==> src/rtl/conv_pkg.sv <==
// Shared types and width helpers for the convolution window sequencer.
//   state_e   : sequencer FSM states
//   cnt_cmd_e : command from the FSM to the index counter
//   *_w()     : derived widths for addresses, positions and the accumulator
package conv_pkg;

  typedef enum logic [1:0] {
    IDLE,
    ISSUE,
    DRAIN,
    EMIT
  } state_e;

  // CMD_START and CMD_NEXT_POS both issue tap (0,0) of a fresh position in
  // the same cycle the position changes, so no cycle is lost between windows.
  typedef enum logic [1:0] {
    CMD_HOLD,
    CMD_START,
    CMD_NEXT_POS,
    CMD_TAP
  } cnt_cmd_e;

  // $clog2 collapses to 0 for a single entry; a zero-width bus is not legal.
  function automatic int clog2_min1(input int n);
    return (n <= 2) ? 1 : $clog2(n);
  endfunction

  function automatic int pix_addr_w(input int row_limit);
    return clog2_min1(row_limit * row_limit);
  endfunction

  function automatic int ker_addr_w(input int win);
    return clog2_min1(win * win);
  endfunction

  function automatic int pos_w(input int row_limit);
    return clog2_min1(row_limit);
  endfunction

  function automatic int tap_idx_w(input int win);
    return clog2_min1(win);
  endfunction

  // Full product width plus enough headroom for W*W terms.
  function automatic int acc_w(input int data_w, input int win);
    return 2 * data_w + $clog2(win * win);
  endfunction

endpackage

==> src/rtl/conv_window_sequencer_if.sv <==
// Bus between the sequencer and its environment: start/status, the shared
// pixel/kernel read port, and the valid/ready result channel.
//   master : the sequencer side
//   slave  : buffers + downstream consumer side
interface conv_window_sequencer_if
  import conv_pkg::*;
#(
  parameter int ROW_LIMIT    = 10,
  parameter int WINDOWS_SIZE = 3,
  parameter int DATA_W       = 5
);
  localparam int PIX_AW = pix_addr_w(ROW_LIMIT);
  localparam int KER_AW = ker_addr_w(WINDOWS_SIZE);
  localparam int POS_W  = pos_w(ROW_LIMIT);
  localparam int ACC_W  = acc_w(DATA_W, WINDOWS_SIZE);

  logic              start;
  logic              busy;
  logic              done;
  logic              tap_rd;
  logic [PIX_AW-1:0] pix_addr;
  logic [KER_AW-1:0] ker_addr;
  logic [DATA_W-1:0] pix_data;
  logic [DATA_W-1:0] ker_data;
  logic              out_valid;
  logic              out_ready;
  logic [ACC_W-1:0]  out_data;
  logic [POS_W-1:0]  out_row;
  logic [POS_W-1:0]  out_col;

  modport master (
    input  start, pix_data, ker_data, out_ready,
    output busy, done, tap_rd, pix_addr, ker_addr,
           out_valid, out_data, out_row, out_col
  );

  modport slave (
    output start, pix_data, ker_data, out_ready,
    input  busy, done, tap_rd, pix_addr, ker_addr,
           out_valid, out_data, out_row, out_col
  );
endinterface

==> src/rtl/conv_index_counter.sv <==
// Nested window-position (i,j) and kernel-tap (m,n) counters.
//   cmd_i       : hold / start pass / next position / next tap
//   pix_addr_o  : (i+m)*ROW_LIMIT + (j+n) of the tap being issued this cycle
//   ker_addr_o  : m*WINDOWS_SIZE + n of the tap being issued this cycle
//   row_o/col_o : current window position
//   last_tap_o  : the tap being issued is (W-1,W-1)
//   last_pos_o  : current position is the final one
module conv_index_counter
  import conv_pkg::*;
#(
  parameter int ROW_LIMIT    = 10,
  parameter int WINDOWS_SIZE = 3
) (
  input  logic                               clk,
  input  logic                               rst_n,
  input  cnt_cmd_e                           cmd_i,
  output logic [pix_addr_w(ROW_LIMIT)-1:0]   pix_addr_o,
  output logic [ker_addr_w(WINDOWS_SIZE)-1:0] ker_addr_o,
  output logic [pos_w(ROW_LIMIT)-1:0]        row_o,
  output logic [pos_w(ROW_LIMIT)-1:0]        col_o,
  output logic                               last_tap_o,
  output logic                               last_pos_o
);
  localparam int PIX_AW = pix_addr_w(ROW_LIMIT);
  localparam int KER_AW = ker_addr_w(WINDOWS_SIZE);
  localparam int POS_W  = pos_w(ROW_LIMIT);
  localparam int IDX_W  = tap_idx_w(WINDOWS_SIZE);

  localparam logic [POS_W-1:0] LAST_POS = POS_W'(ROW_LIMIT - WINDOWS_SIZE);
  localparam logic [IDX_W-1:0] LAST_IDX = IDX_W'(WINDOWS_SIZE - 1);

  logic [POS_W-1:0] i_q, j_q, sel_i, sel_j;
  logic [IDX_W-1:0] m_q, n_q, sel_m, sel_n, m_d, n_d;
  logic [31:0]      pix_row, pix_col;

  // The tap issued this cycle: a fresh position starts at tap (0,0),
  // otherwise the stored (m,n) pointer.
  // NOTE: every always_comb output gets a default first so no path leaves it unassigned (no latch).
  always_comb begin
    sel_i = i_q;
    sel_j = j_q;
    sel_m = m_q;
    sel_n = n_q;
    unique case (cmd_i)
      CMD_START: begin
        sel_i = '0;
        sel_j = '0;
        sel_m = '0;
        sel_n = '0;
      end
      CMD_NEXT_POS: begin
        sel_m = '0;
        sel_n = '0;
        if (j_q == LAST_POS) begin
          sel_j = '0;
          sel_i = i_q + POS_W'(1);
        end else begin
          sel_j = j_q + POS_W'(1);
        end
      end
      default: ;
    endcase
  end

  // Tap pointer after issuing the selected tap; wraps to (0,0) after the last.
  always_comb begin
    m_d = sel_m;
    n_d = sel_n + IDX_W'(1);
    if (sel_n == LAST_IDX) begin
      n_d = '0;
      m_d = (sel_m == LAST_IDX) ? '0 : sel_m + IDX_W'(1);
    end
  end

  always_comb begin
    pix_row    = 32'(sel_i) + 32'(sel_m);
    pix_col    = 32'(sel_j) + 32'(sel_n);
    pix_addr_o = PIX_AW'(pix_row * 32'(ROW_LIMIT) + pix_col);
    ker_addr_o = KER_AW'(32'(sel_m) * 32'(WINDOWS_SIZE) + 32'(sel_n));
  end

  // NOTE: sequential state uses non-blocking assignments so every register samples pre-edge values.
  always_ff @(posedge clk or negedge rst_n) begin
    if (!rst_n) begin
      i_q <= '0;
      j_q <= '0;
      m_q <= '0;
      n_q <= '0;
    end else if (cmd_i != CMD_HOLD) begin
      i_q <= sel_i;
      j_q <= sel_j;
      m_q <= m_d;
      n_q <= n_d;
    end
  end

  assign row_o      = i_q;
  assign col_o      = j_q;
  assign last_tap_o = (sel_m == LAST_IDX) && (sel_n == LAST_IDX);
  assign last_pos_o = (i_q == LAST_POS) && (j_q == LAST_POS);

endmodule

==> src/rtl/conv_window_sequencer.sv <==
// Convolution pass sequencer with a single shared MAC.
//   clk, rst_n : clock, asynchronous active-low reset
//   bus        : start/busy/done, read strobe + pixel/kernel addresses,
//                returned samples, and the valid/ready result channel
// Walks every window position and kernel tap in raster order, accumulates
// pix*ker one cycle after each read, and emits one sum per position.
module conv_window_sequencer
  import conv_pkg::*;
#(
  parameter int ROW_LIMIT    = 10,
  parameter int WINDOWS_SIZE = 3,
  parameter int DATA_W       = 5
) (
  input logic                     clk,
  input logic                     rst_n,
  conv_window_sequencer_if.master bus
);
  localparam int PIX_AW = pix_addr_w(ROW_LIMIT);
  localparam int KER_AW = ker_addr_w(WINDOWS_SIZE);
  localparam int POS_W  = pos_w(ROW_LIMIT);
  localparam int ACC_W  = acc_w(DATA_W, WINDOWS_SIZE);
  localparam int PROD_W = 2 * DATA_W;

  state_e            state_q, state_d;
  cnt_cmd_e          cmd;
  logic              tap_rd_q, tap_rd_d;
  logic              rd_d1_q;            // read data for a tap is on the bus this cycle
  logic [PIX_AW-1:0] pix_addr_q, pix_addr_d, pix_addr_c;
  logic [KER_AW-1:0] ker_addr_q, ker_addr_d, ker_addr_c;
  logic [ACC_W-1:0]  acc_q, acc_d, acc_sum;
  logic [PROD_W-1:0] prod;
  logic              out_valid_q, out_valid_d;
  logic [ACC_W-1:0]  out_data_q, out_data_d;
  logic [POS_W-1:0]  out_row_q, out_row_d, out_col_q, out_col_d, row_c, col_c;
  logic              busy_q, busy_d, done_q, done_d;
  logic              last_tap, last_pos;

  conv_index_counter #(
    .ROW_LIMIT   (ROW_LIMIT),
    .WINDOWS_SIZE(WINDOWS_SIZE)
  ) u_idx (
    .clk       (clk),
    .rst_n     (rst_n),
    .cmd_i     (cmd),
    .pix_addr_o(pix_addr_c),
    .ker_addr_o(ker_addr_c),
    .row_o     (row_c),
    .col_o     (col_c),
    .last_tap_o(last_tap),
    .last_pos_o(last_pos)
  );

  // Counter command is kept apart from the next-state logic: last_tap
  // depends on the command, and the next state depends on last_tap.
  always_comb begin
    cmd = CMD_HOLD;
    unique case (state_q)
      IDLE:    if (bus.start) cmd = CMD_START;
      ISSUE:   cmd = CMD_TAP;
      EMIT:    if (bus.out_ready && !last_pos) cmd = CMD_NEXT_POS;
      default: ;
    endcase
  end

  assign prod    = PROD_W'(bus.pix_data) * PROD_W'(bus.ker_data);
  assign acc_sum = acc_q + ACC_W'(prod);

  always_comb begin
    state_d     = state_q;
    tap_rd_d    = 1'b0;
    pix_addr_d  = pix_addr_q;
    ker_addr_d  = ker_addr_q;
    acc_d       = rd_d1_q ? acc_sum : acc_q;
    out_valid_d = out_valid_q;
    out_data_d  = out_data_q;
    out_row_d   = out_row_q;
    out_col_d   = out_col_q;
    busy_d      = busy_q;
    done_d      = 1'b0;

    unique case (state_q)
      IDLE: begin
        if (bus.start) begin
          busy_d  = 1'b1;
          acc_d   = '0;
          state_d = last_tap ? DRAIN : ISSUE;
        end
      end
      ISSUE: begin
        if (last_tap) state_d = DRAIN;
      end
      DRAIN: begin
        // Wait out the buffer read latency: leave once the final product
        // is on the bus and no read is still in flight.
        if (!tap_rd_q && rd_d1_q) begin
          state_d     = EMIT;
          out_valid_d = 1'b1;
          out_data_d  = acc_sum;
          out_row_d   = row_c;
          out_col_d   = col_c;
        end
      end
      EMIT: begin
        if (bus.out_ready) begin
          out_valid_d = 1'b0;
          acc_d       = '0;
          if (last_pos) begin
            state_d = IDLE;
            busy_d  = 1'b0;
            done_d  = 1'b1;
          end else begin
            state_d = last_tap ? DRAIN : ISSUE;
          end
        end
      end
      default: state_d = IDLE;
    endcase

    if (cmd != CMD_HOLD) begin
      tap_rd_d   = 1'b1;
      pix_addr_d = pix_addr_c;
      ker_addr_d = ker_addr_c;
    end
  end

  always_ff @(posedge clk or negedge rst_n) begin
    if (!rst_n) begin
      state_q     <= IDLE;
      tap_rd_q    <= 1'b0;
      rd_d1_q     <= 1'b0;
      pix_addr_q  <= '0;
      ker_addr_q  <= '0;
      acc_q       <= '0;
      out_valid_q <= 1'b0;
      out_data_q  <= '0;
      out_row_q   <= '0;
      out_col_q   <= '0;
      busy_q      <= 1'b0;
      done_q      <= 1'b0;
    end else begin
      state_q     <= state_d;
      tap_rd_q    <= tap_rd_d;
      rd_d1_q     <= tap_rd_q;
      pix_addr_q  <= pix_addr_d;
      ker_addr_q  <= ker_addr_d;
      acc_q       <= acc_d;
      out_valid_q <= out_valid_d;
      out_data_q  <= out_data_d;
      out_row_q   <= out_row_d;
      out_col_q   <= out_col_d;
      busy_q      <= busy_d;
      done_q      <= done_d;
    end
  end

  assign bus.tap_rd    = tap_rd_q;
  assign bus.pix_addr  = pix_addr_q;
  assign bus.ker_addr  = ker_addr_q;
  assign bus.out_valid = out_valid_q;
  assign bus.out_data  = out_data_q;
  assign bus.out_row   = out_row_q;
  assign bus.out_col   = out_col_q;
  assign bus.busy      = busy_q;
  assign bus.done      = done_q;

endmodule

==> src/flat_wrapper.sv <==
// flat-port wrapper written by rule: the top's interface ports become plain ports
module conv_window_sequencer_flat import conv_pkg::*;
#(
  parameter int ROW_LIMIT    = 10,
  parameter int WINDOWS_SIZE = 3,
  parameter int DATA_W       = 5
)
  (clk, rst_n, bus_start, bus_pix_data, bus_ker_data, bus_out_ready, bus_busy, bus_done, bus_tap_rd, bus_pix_addr, bus_ker_addr, bus_out_valid, bus_out_data, bus_out_row, bus_out_col);
  conv_window_sequencer_if #(.ROW_LIMIT(ROW_LIMIT), .WINDOWS_SIZE(WINDOWS_SIZE), .DATA_W(DATA_W)) bus_i ();
  input logic clk;
  input logic rst_n;
  input wire logic [$bits(bus_i.start)-1:0] bus_start;
  input wire logic [$bits(bus_i.pix_data)-1:0] bus_pix_data;
  input wire logic [$bits(bus_i.ker_data)-1:0] bus_ker_data;
  input wire logic [$bits(bus_i.out_ready)-1:0] bus_out_ready;
  output wire logic [$bits(bus_i.busy)-1:0] bus_busy;
  output wire logic [$bits(bus_i.done)-1:0] bus_done;
  output wire logic [$bits(bus_i.tap_rd)-1:0] bus_tap_rd;
  output wire logic [$bits(bus_i.pix_addr)-1:0] bus_pix_addr;
  output wire logic [$bits(bus_i.ker_addr)-1:0] bus_ker_addr;
  output wire logic [$bits(bus_i.out_valid)-1:0] bus_out_valid;
  output wire logic [$bits(bus_i.out_data)-1:0] bus_out_data;
  output wire logic [$bits(bus_i.out_row)-1:0] bus_out_row;
  output wire logic [$bits(bus_i.out_col)-1:0] bus_out_col;
  assign bus_i.start = bus_start;
  assign bus_i.pix_data = bus_pix_data;
  assign bus_i.ker_data = bus_ker_data;
  assign bus_i.out_ready = bus_out_ready;
  assign bus_busy = bus_i.busy;
  assign bus_done = bus_i.done;
  assign bus_tap_rd = bus_i.tap_rd;
  assign bus_pix_addr = bus_i.pix_addr;
  assign bus_ker_addr = bus_i.ker_addr;
  assign bus_out_valid = bus_i.out_valid;
  assign bus_out_data = bus_i.out_data;
  assign bus_out_row = bus_i.out_row;
  assign bus_out_col = bus_i.out_col;
  conv_window_sequencer #(.ROW_LIMIT(ROW_LIMIT), .WINDOWS_SIZE(WINDOWS_SIZE), .DATA_W(DATA_W)) u_core (.clk(clk), .rst_n(rst_n), .bus(bus_i));
endmodule
==> config.mk <==
export PLATFORM = sky130hd
export DESIGN_NAME = conv_window_sequencer_flat
export DESIGN_NICKNAME = d
export VERILOG_FILES = /design/src/rtl/conv_pkg.sv /design/src/rtl/conv_window_sequencer_if.sv /design/src/rtl/conv_index_counter.sv /design/src/rtl/conv_window_sequencer.sv /design/src/flat_wrapper.sv
export SDC_FILE = /design/constraint.sdc
export NUM_CORES = 1
export LEC_CHECK = 0
export CAP_MARGIN = 20
export CORE_ASPECT_RATIO = 0.8
export CORE_UTILIZATION = 51
export CTS_CLUSTER_SIZE = 14
export DETAILED_ROUTE_END_ITERATION = 10
export PLACE_DENSITY = 0.81
export SYNTH_ARGS = -nofsm -noshare
export SYNTH_HDL_FRONTEND = slang
export SYNTH_SLANG_ARGS = --single-unit
==> constraint.sdc <==
create_clock -name clk -period 5.67 [get_ports clk]
set_input_delay 0.567 -clock clk [delete_from_list [all_inputs] [get_ports clk]]
set_output_delay 0.567 -clock clk [all_outputs]
set_load 0.01 [all_outputs]
Yosys cells after proc, flatten, opt, wreduce, memory -nomap -nowiden:

Cells that the tools add are included.

* logic and storage cells: 91
* input port bits: 14
* flip-flop bits (word level): 66
* output and inout port bits: 37

* multipliers: 3
* muxes and demuxes: 34
* reduce and logical (&&, ||, !) cells: 15
* equal/unequal tests: 14
* add/sub/neg operators: 9

Operators with widths (count)
* $mux W14: 3
* $pmux W14 S2: 1
* $mux W2: 12
* $pmux W4 S2: 2
* $add A14 B10 Y14: 1
* $add A4 B2 Y5: 2
* $eq A2 B2 Y1 const B: 5
* $mul A5 B5 Y10: 1
* $mux W1: 10
* $add A4 B1 Y4 const B: 2
* $eq A4 B3 Y1 const B: 2
* $mux W4: 2
* $pmux W2 S4: 1
* $reduce_and A4 Y1: 2
* $add A7 B5 Y7: 1
* $mul A5 B3 Y6 const B: 1
* $ne A2 B1 Y1 const B: 3
* $pmux W2 S3: 1
* $reduce_bool A2 Y1: 3
* $add A2 B1 Y2 const B: 2
* $add A4 B2 Y4: 1
* $eq A2 B1 Y1 const B: 2
* $logic_and A1 B1 Y1: 4
* $mul A2 B2 Y4 const B: 1
* other kinds (7): 10

Logic depth before layout (Yosys ltp):

* depth in word-level cells: 15
* mapped depth: 26
* depth with buffers taken out: 24

Modules after synthesis:

A second synthesis with hierarchy kept.

* cell total of the unflattened synthesis: 491
* area total of the unflattened synthesis: 4708.3 µm²

Modules (own cells, without submodules)
* conv_window_sequencer: cells an instance 343, seq. area each 1351.3 µm², area each 3357.0 µm², times used 1
* conv_index_counter: cells an instance 148, seq. area each 300.3 µm², area each 1351.3 µm², times used 1

Worst setup path before layout:

Ideal clock, no wire load.

* kind: register to register
* start: register u_core.u_idx.j_q[0], in the netlist u_core.u_idx.col_o[0]
* end: register u_core.pix_addr_q[6], in the netlist u_core.bus.pix_addr[6]
* arrival time: 4.774 ns
* setup slack: 0.765 ns
* cell stages (with the launch flop): 27
* library setup time: 0.131 ns
* period minus slack after synthesis: 4.905 ns
* path buffers: 2
* data required time: 5.539 ns
* cell sequence: dfrtp_1 ha_1 nand2_1 nor2_1 nand4b_1 a31oi_1 or2_2 ha_1 buf_6 and4b_1 buf_6 mux2i_1 or2_1 inv_1 ha_1 a21oi_1 a211o_1 a31o_1 a21oi_2 ha_1 ha_1 fa_1 nand4_1 nand3_1 xnor2_1 xnor2_1 o21ai_1

* elaborated cells on any way between the ends: 21
* classes of those cells: add/sub: 4; mul: 1; eq/ne: 3; mux: 8; reduce/logical: 5

RTL lines
* start: declaration: RTL line conv_index_counter.sv:32 `logic [POS_W-1:0] i_q, j_q, sel_i, sel_j;`
* start signal: assignment: RTL line conv_index_counter.sv:91 `j_q <= sel_j;`
* $eq A4 B3 Y1 (*): RTL line conv_index_counter.sv:54, conv_index_counter.sv:100
* $logic_and A1 B1 Y1: RTL line conv_index_counter.sv:100 `assign last_pos_o = (i_q == LAST_POS) && (j_q == LAST_POS);`
* $logic_not A1 Y1: RTL line conv_window_sequencer.sv:60 `EMIT: if (bus.out_ready && !last_pos) cmd = CMD_NEXT_POS;`
* $logic_and A1 B1 Y1: RTL line conv_window_sequencer.sv:60
* $mux W2: RTL line conv_window_sequencer.sv:60
* $pmux W2 S3: RTL line conv_window_sequencer.sv:57 `unique case (state_q)`
* $eq A2 B2 Y1 / $eq A2 B1 Y1 (equally long branches): RTL line conv_index_counter.sv:44 `unique case (cmd_i)`
* $pmux W4 S2 (*): RTL line conv_index_counter.sv:44
* via u_core.u_idx.sel_i[1]: RTL line conv_index_counter.sv:32
* $add A4 B2 Y5 (*): RTL line conv_index_counter.sv:76 `pix_row = 32'(sel_i) + 32'(sel_m);`
* $mul A5 B3 Y6 (*): RTL line conv_index_counter.sv:78 `pix_addr_o = PIX_AW'(pix_row * 32'(ROW_LIMIT) + pix_col);`
* $add A7 B5 Y7 (*): RTL line conv_index_counter.sv:78
* end signal: assignment: RTL line conv_window_sequencer.sv:144 `pix_addr_q <= pix_addr_d;`
* end: declaration: RTL line conv_window_sequencer.sv:28 `logic [PIX_AW-1:0] pix_addr_q, pix_addr_d, pix_addr_c;`

The timed path passes the listed nets; every way through them passes the cells marked *.
A chain may end at the register's enable or synchronous reset.

Worst setup path after layout:

Same ends and word-level chain as after synthesis.

==> impl_metrics.env <==
export IMPL_outcome="completed"
export IMPL_synth_compound_area_share=0.1021
export IMPL_grt_pass1_vias=3539
export IMPL_period_share=0.9349
export IMPL_wirelength_um=10040
export IMPL_grt_overflow_total=0
export IMPL_yosysTopAreaCellShare=0.3538
export IMPL_syn_avg_cell_area_um2=9.766
export IMPL_core_um2=8671
export IMPL_slew_headroom=0.4400
export IMPL_start_util=0.5384
export IMPL_clock_fmax_ghz=0.1886
export IMPL_cts_max_path_buffers=2
export IMPL_antenna_left=0
export IMPL_cts_sinks=66
export IMPL_finalCriticalPeriod_ps=5301
export IMPL_nets=613
export IMPL_drive_above_1_share=0.07678
export IMPL_yosys_warnings=0
export IMPL_drt_pass1_iter_count=4
export IMPL_synth_seq_cells=66
export IMPL_reg2reg_slack_ps=370
export IMPL_synth_top_flop_cell="dfrtp_1"
export IMPL_io_pins=51
export IMPL_setup_tns_final_ps=0
export IMPL_crit_path_end_kind="register"
export IMPL_synth_top_family_by_area="adder cells"
export IMPL_setup_violations=0
export IMPL_gp_congestion=0.9015
export IMPL_syn_cell_area_um2=4668
export IMPL_grt_util_all_layers=0.2306
export IMPL_clock_latency_ps=330
export IMPL_via_count=3536
export IMPL_synth_edf_count=0
export IMPL_synth_top_cells_by_count="dfrtp_1 (66), inv_1 (54), nand2_1 (48)"
export IMPL_io_buffer_count=50
export IMPL_register_area_um2=1652
export IMPL_postCtsSetupBuffers=0
export IMPL_grt_pass1_wl_um=16970
export IMPL_hpwl_um=7311
export IMPL_grt_max_degree=67
export IMPL_synth_nets=562
export IMPL_critPathBufInv=1
export IMPL_path_delay_family="adder cells"
export IMPL_stdcell_count=646
export IMPL_area_growth_pct=19.24
export IMPL_antenna_found_initial=0
export IMPL_crit_chain="ha_1, nand2_1, nor2_1, nand4b_1, a31oi_1, or2_2, ha_1, and4b_1, mux2i_1, or2_1, inv_1, ha_1, a21oi_1, a211o_1, a31o_1, a21oi_2, ha_1, ha_1, fa_1, nand4_1, nand3_1, xnor2_1, xnor2_1, o21ai_1"
export IMPL_place_inst=629
export IMPL_skew_ps=6.241
export IMPL_synth_simple_area_share=0.1490
export IMPL_routedWlPerCell_um=15.53
export IMPL_rows=30
export IMPL_p_leak_nw=2.736
export IMPL_yosysMostFrequentCell="dfrtp_1"
export IMPL_rsz0062_at_grt="no"
export IMPL_clockRootBuffer="clkbuf_16"
export IMPL_path_max_fanout=5
export IMPL_die_h_um=87.58
export IMPL_design_area_um2=5567
export IMPL_synth_area_leaders="dfrtp_1 (35%), ha_1 (13%), fa_1 (9.9%)"
export IMPL_viasPerCell=5.474
export IMPL_cts_max_level=3
export IMPL_cpMostUsedCell="ha_1"
export IMPL_route_detailed_drc=0
export IMPL_drtIter0Drc=216
export IMPL_synthDistinctLibCells=50
export IMPL_antenna_cells=0
export IMPL_cp_data_arrival_time_ps=5500
export IMPL_multiInputGateArea_um2=2738
export IMPL_hold_path_class="in -> async"
export IMPL_async_flop_share=1.000
export IMPL_die_w_um=109.0
export IMPL_cts_buffers=9
export IMPL_ys_seq_area_frac=0.3538
export IMPL_cts_tree="built"
export IMPL_synth_fa_ha_area_frac=0.2246
export IMPL_drv_slew=0
export IMPL_hold_viol_final=0
export IMPL_ir_drop_v=0.0002454
export IMPL_yosys_area_top_type="dfrtp_1"
export IMPL_placed_area_um2=5266
export IMPL_synth_mux_area_frac=0.07451
export IMPL_path_class="reg -> reg"
export IMPL_worstMarginPinSlew_ps=840.1
export IMPL_cap_violations=0
export IMPL_crit_required_ps=5870
export IMPL_cpMaxStageDelayCell="fa_1"
export IMPL_slowest_delay_ps=570
export IMPL_fillers=662
export IMPL_synth_xor_area_frac=0.03565
export IMPL_synth_cells=478
export IMPL_powerDensity_nw_per_um2=521.1
export IMPL_dieArea_um2=9543
export IMPL_crit_path_start_kind="register"
export IMPL_path_clk_slew_ps=50
==> layer usage <==
metal,part of all wire,vias up,track usage
met2,0.46,105,0.3573
met4,0.012,0,0.07371
li1,-,1700,-
met3,0.055,16,0.05283
met5,0,-,0
met1,0.47,1715,0.3223
==> area by class of cell <==
| cell class | instances | area share |
|---|---|---|
| Multi-Input combinational cell | 341 | 0.4918 |
| Clock buffer | 10 | 0.04113 |
| Clock inverter | 6 | 0.01034 |
| Tap cell | 112 | 0.02517 |
| Inverter | 55 | 0.03709 |
| Sequential cell | 66 | 0.2967 |
| Timing Repair Buffer | 56 | 0.09777 |
==> power breakdown <==
part / internal, mW / leakage [nW] / switching (mW)
Clock: 0.337 / 0.142 / 0.207
Sequential: 0.630 / 0.848 / 0.123
Combinational: 0.720 / 1.75 / 0.884
==> repair_timing <==
item	in CTS	in global routing
gates resized for setup	0	1
hold buffers	0	0
endpoints found under the setup margin	0	1
hold endpoints to repair	0	0
==> state kept, by name, indices dropped and copies added (netlist names), 2 cells and up <==
signal,flops
u_core.bus.out_col,4
u_core.u_idx.row_o,4
u_core.bus.out_row,4
u_core.acc_q,14
u_core.bus.pix_addr,7
u_core.state_q,2
u_core.bus.out_data,14
u_core.u_idx.m_q,2
u_core.u_idx.col_o,4
u_core.bus.ker_addr,4
u_core.u_idx.n_q,2
==> layout by cell type, fill, tap and decap left out, types with 2 or more instances in the layout <==
cell type / count
o21ai_0: 18
o21a_1: 3
a31oi_1: 2
mux2_1: 7
nand2b_1: 4
mux2_2: 15
o31ai_1: 3
o22ai_1: 4
ha_1: 47
nand3_1: 12
clkbuf_16: 9
nand4_1: 3
nor3_1: 7
or2_1: 2
o211ai_1: 3
o21bai_1: 2
a21o_1: 7
dfrtp_1: 66
nor4_1: 2
nor3b_1: 6
nand2_1: 48
xor2_1: 8
a211oi_1: 3
a21oi_1: 16
clkinv_2: 4
xnor2_1: 11
clkdlybuf4s50_1: 49
nor2_1: 29
and3_1: 2
nor2b_1: 2
buf_4: 5
fa_1: 23
o21ai_1: 10
mux2i_1: 10
and2_1: 17
inv_1: 54
==> kinds of logic (layout without fill, tap and decap cells) <==
kind of cell	Yosys count	after routing
AOI/OAI and AO/OA	78	78
adders and majority gates	70	70
and+or+nand+nor	142	142
muxes	32	32
buffers and inverters	71	127
xor gates and xnor gates	19	19
DFF	66	66
==> stage by stage <==
| step | utilization | total power, mW | hold slack, ps | setup slack, ps |
|---|---|---|---|---|
| finish | 0.6420 | 2.901 | 418.9 | 368.8 |
| global route | 0.6420 | 3.149 | 443.7 | 66.43 |
| global placement | 0.6074 | 2.239 | 406.8 | 502.0 |
| floorplan | - | 1.854 | 271.4 | 765.1 |
| detailed placement | 0.6074 | 2.318 | 408.6 | 268.4 |
| CTS | 0.6404 | 2.883 | 421.7 | 317.7 |
==> path summary, 6_finish.rpt <==
check | cells past startpoint | to | start
worst max-delay path | 24 | u_core.bus.pix_addr[6]$_DFFE_PN0P_ | u_core.u_idx.col_o[0]$_DFFE_PN0P_
max in group asynchronous | 2 | u_core.acc_q[6]$_DFF_PN0_ | rst_n
worst min-delay path | 2 | u_core.bus.pix_addr[4]$_DFFE_PN0P_ | rst_n
worst min register to register | 0 | u_core.rd_d1_q$_DFF_PN0_ | u_core.bus.tap_rd$_DFF_PN0_
min in group clk | 0 | u_core.rd_d1_q$_DFF_PN0_ | u_core.bus.tap_rd$_DFF_PN0_
worst max register to register | 24 | u_core.bus.pix_addr[6]$_DFFE_PN0P_ | u_core.u_idx.col_o[0]$_DFFE_PN0P_
No activity file was read; power rests on OpenSTA's default activity.
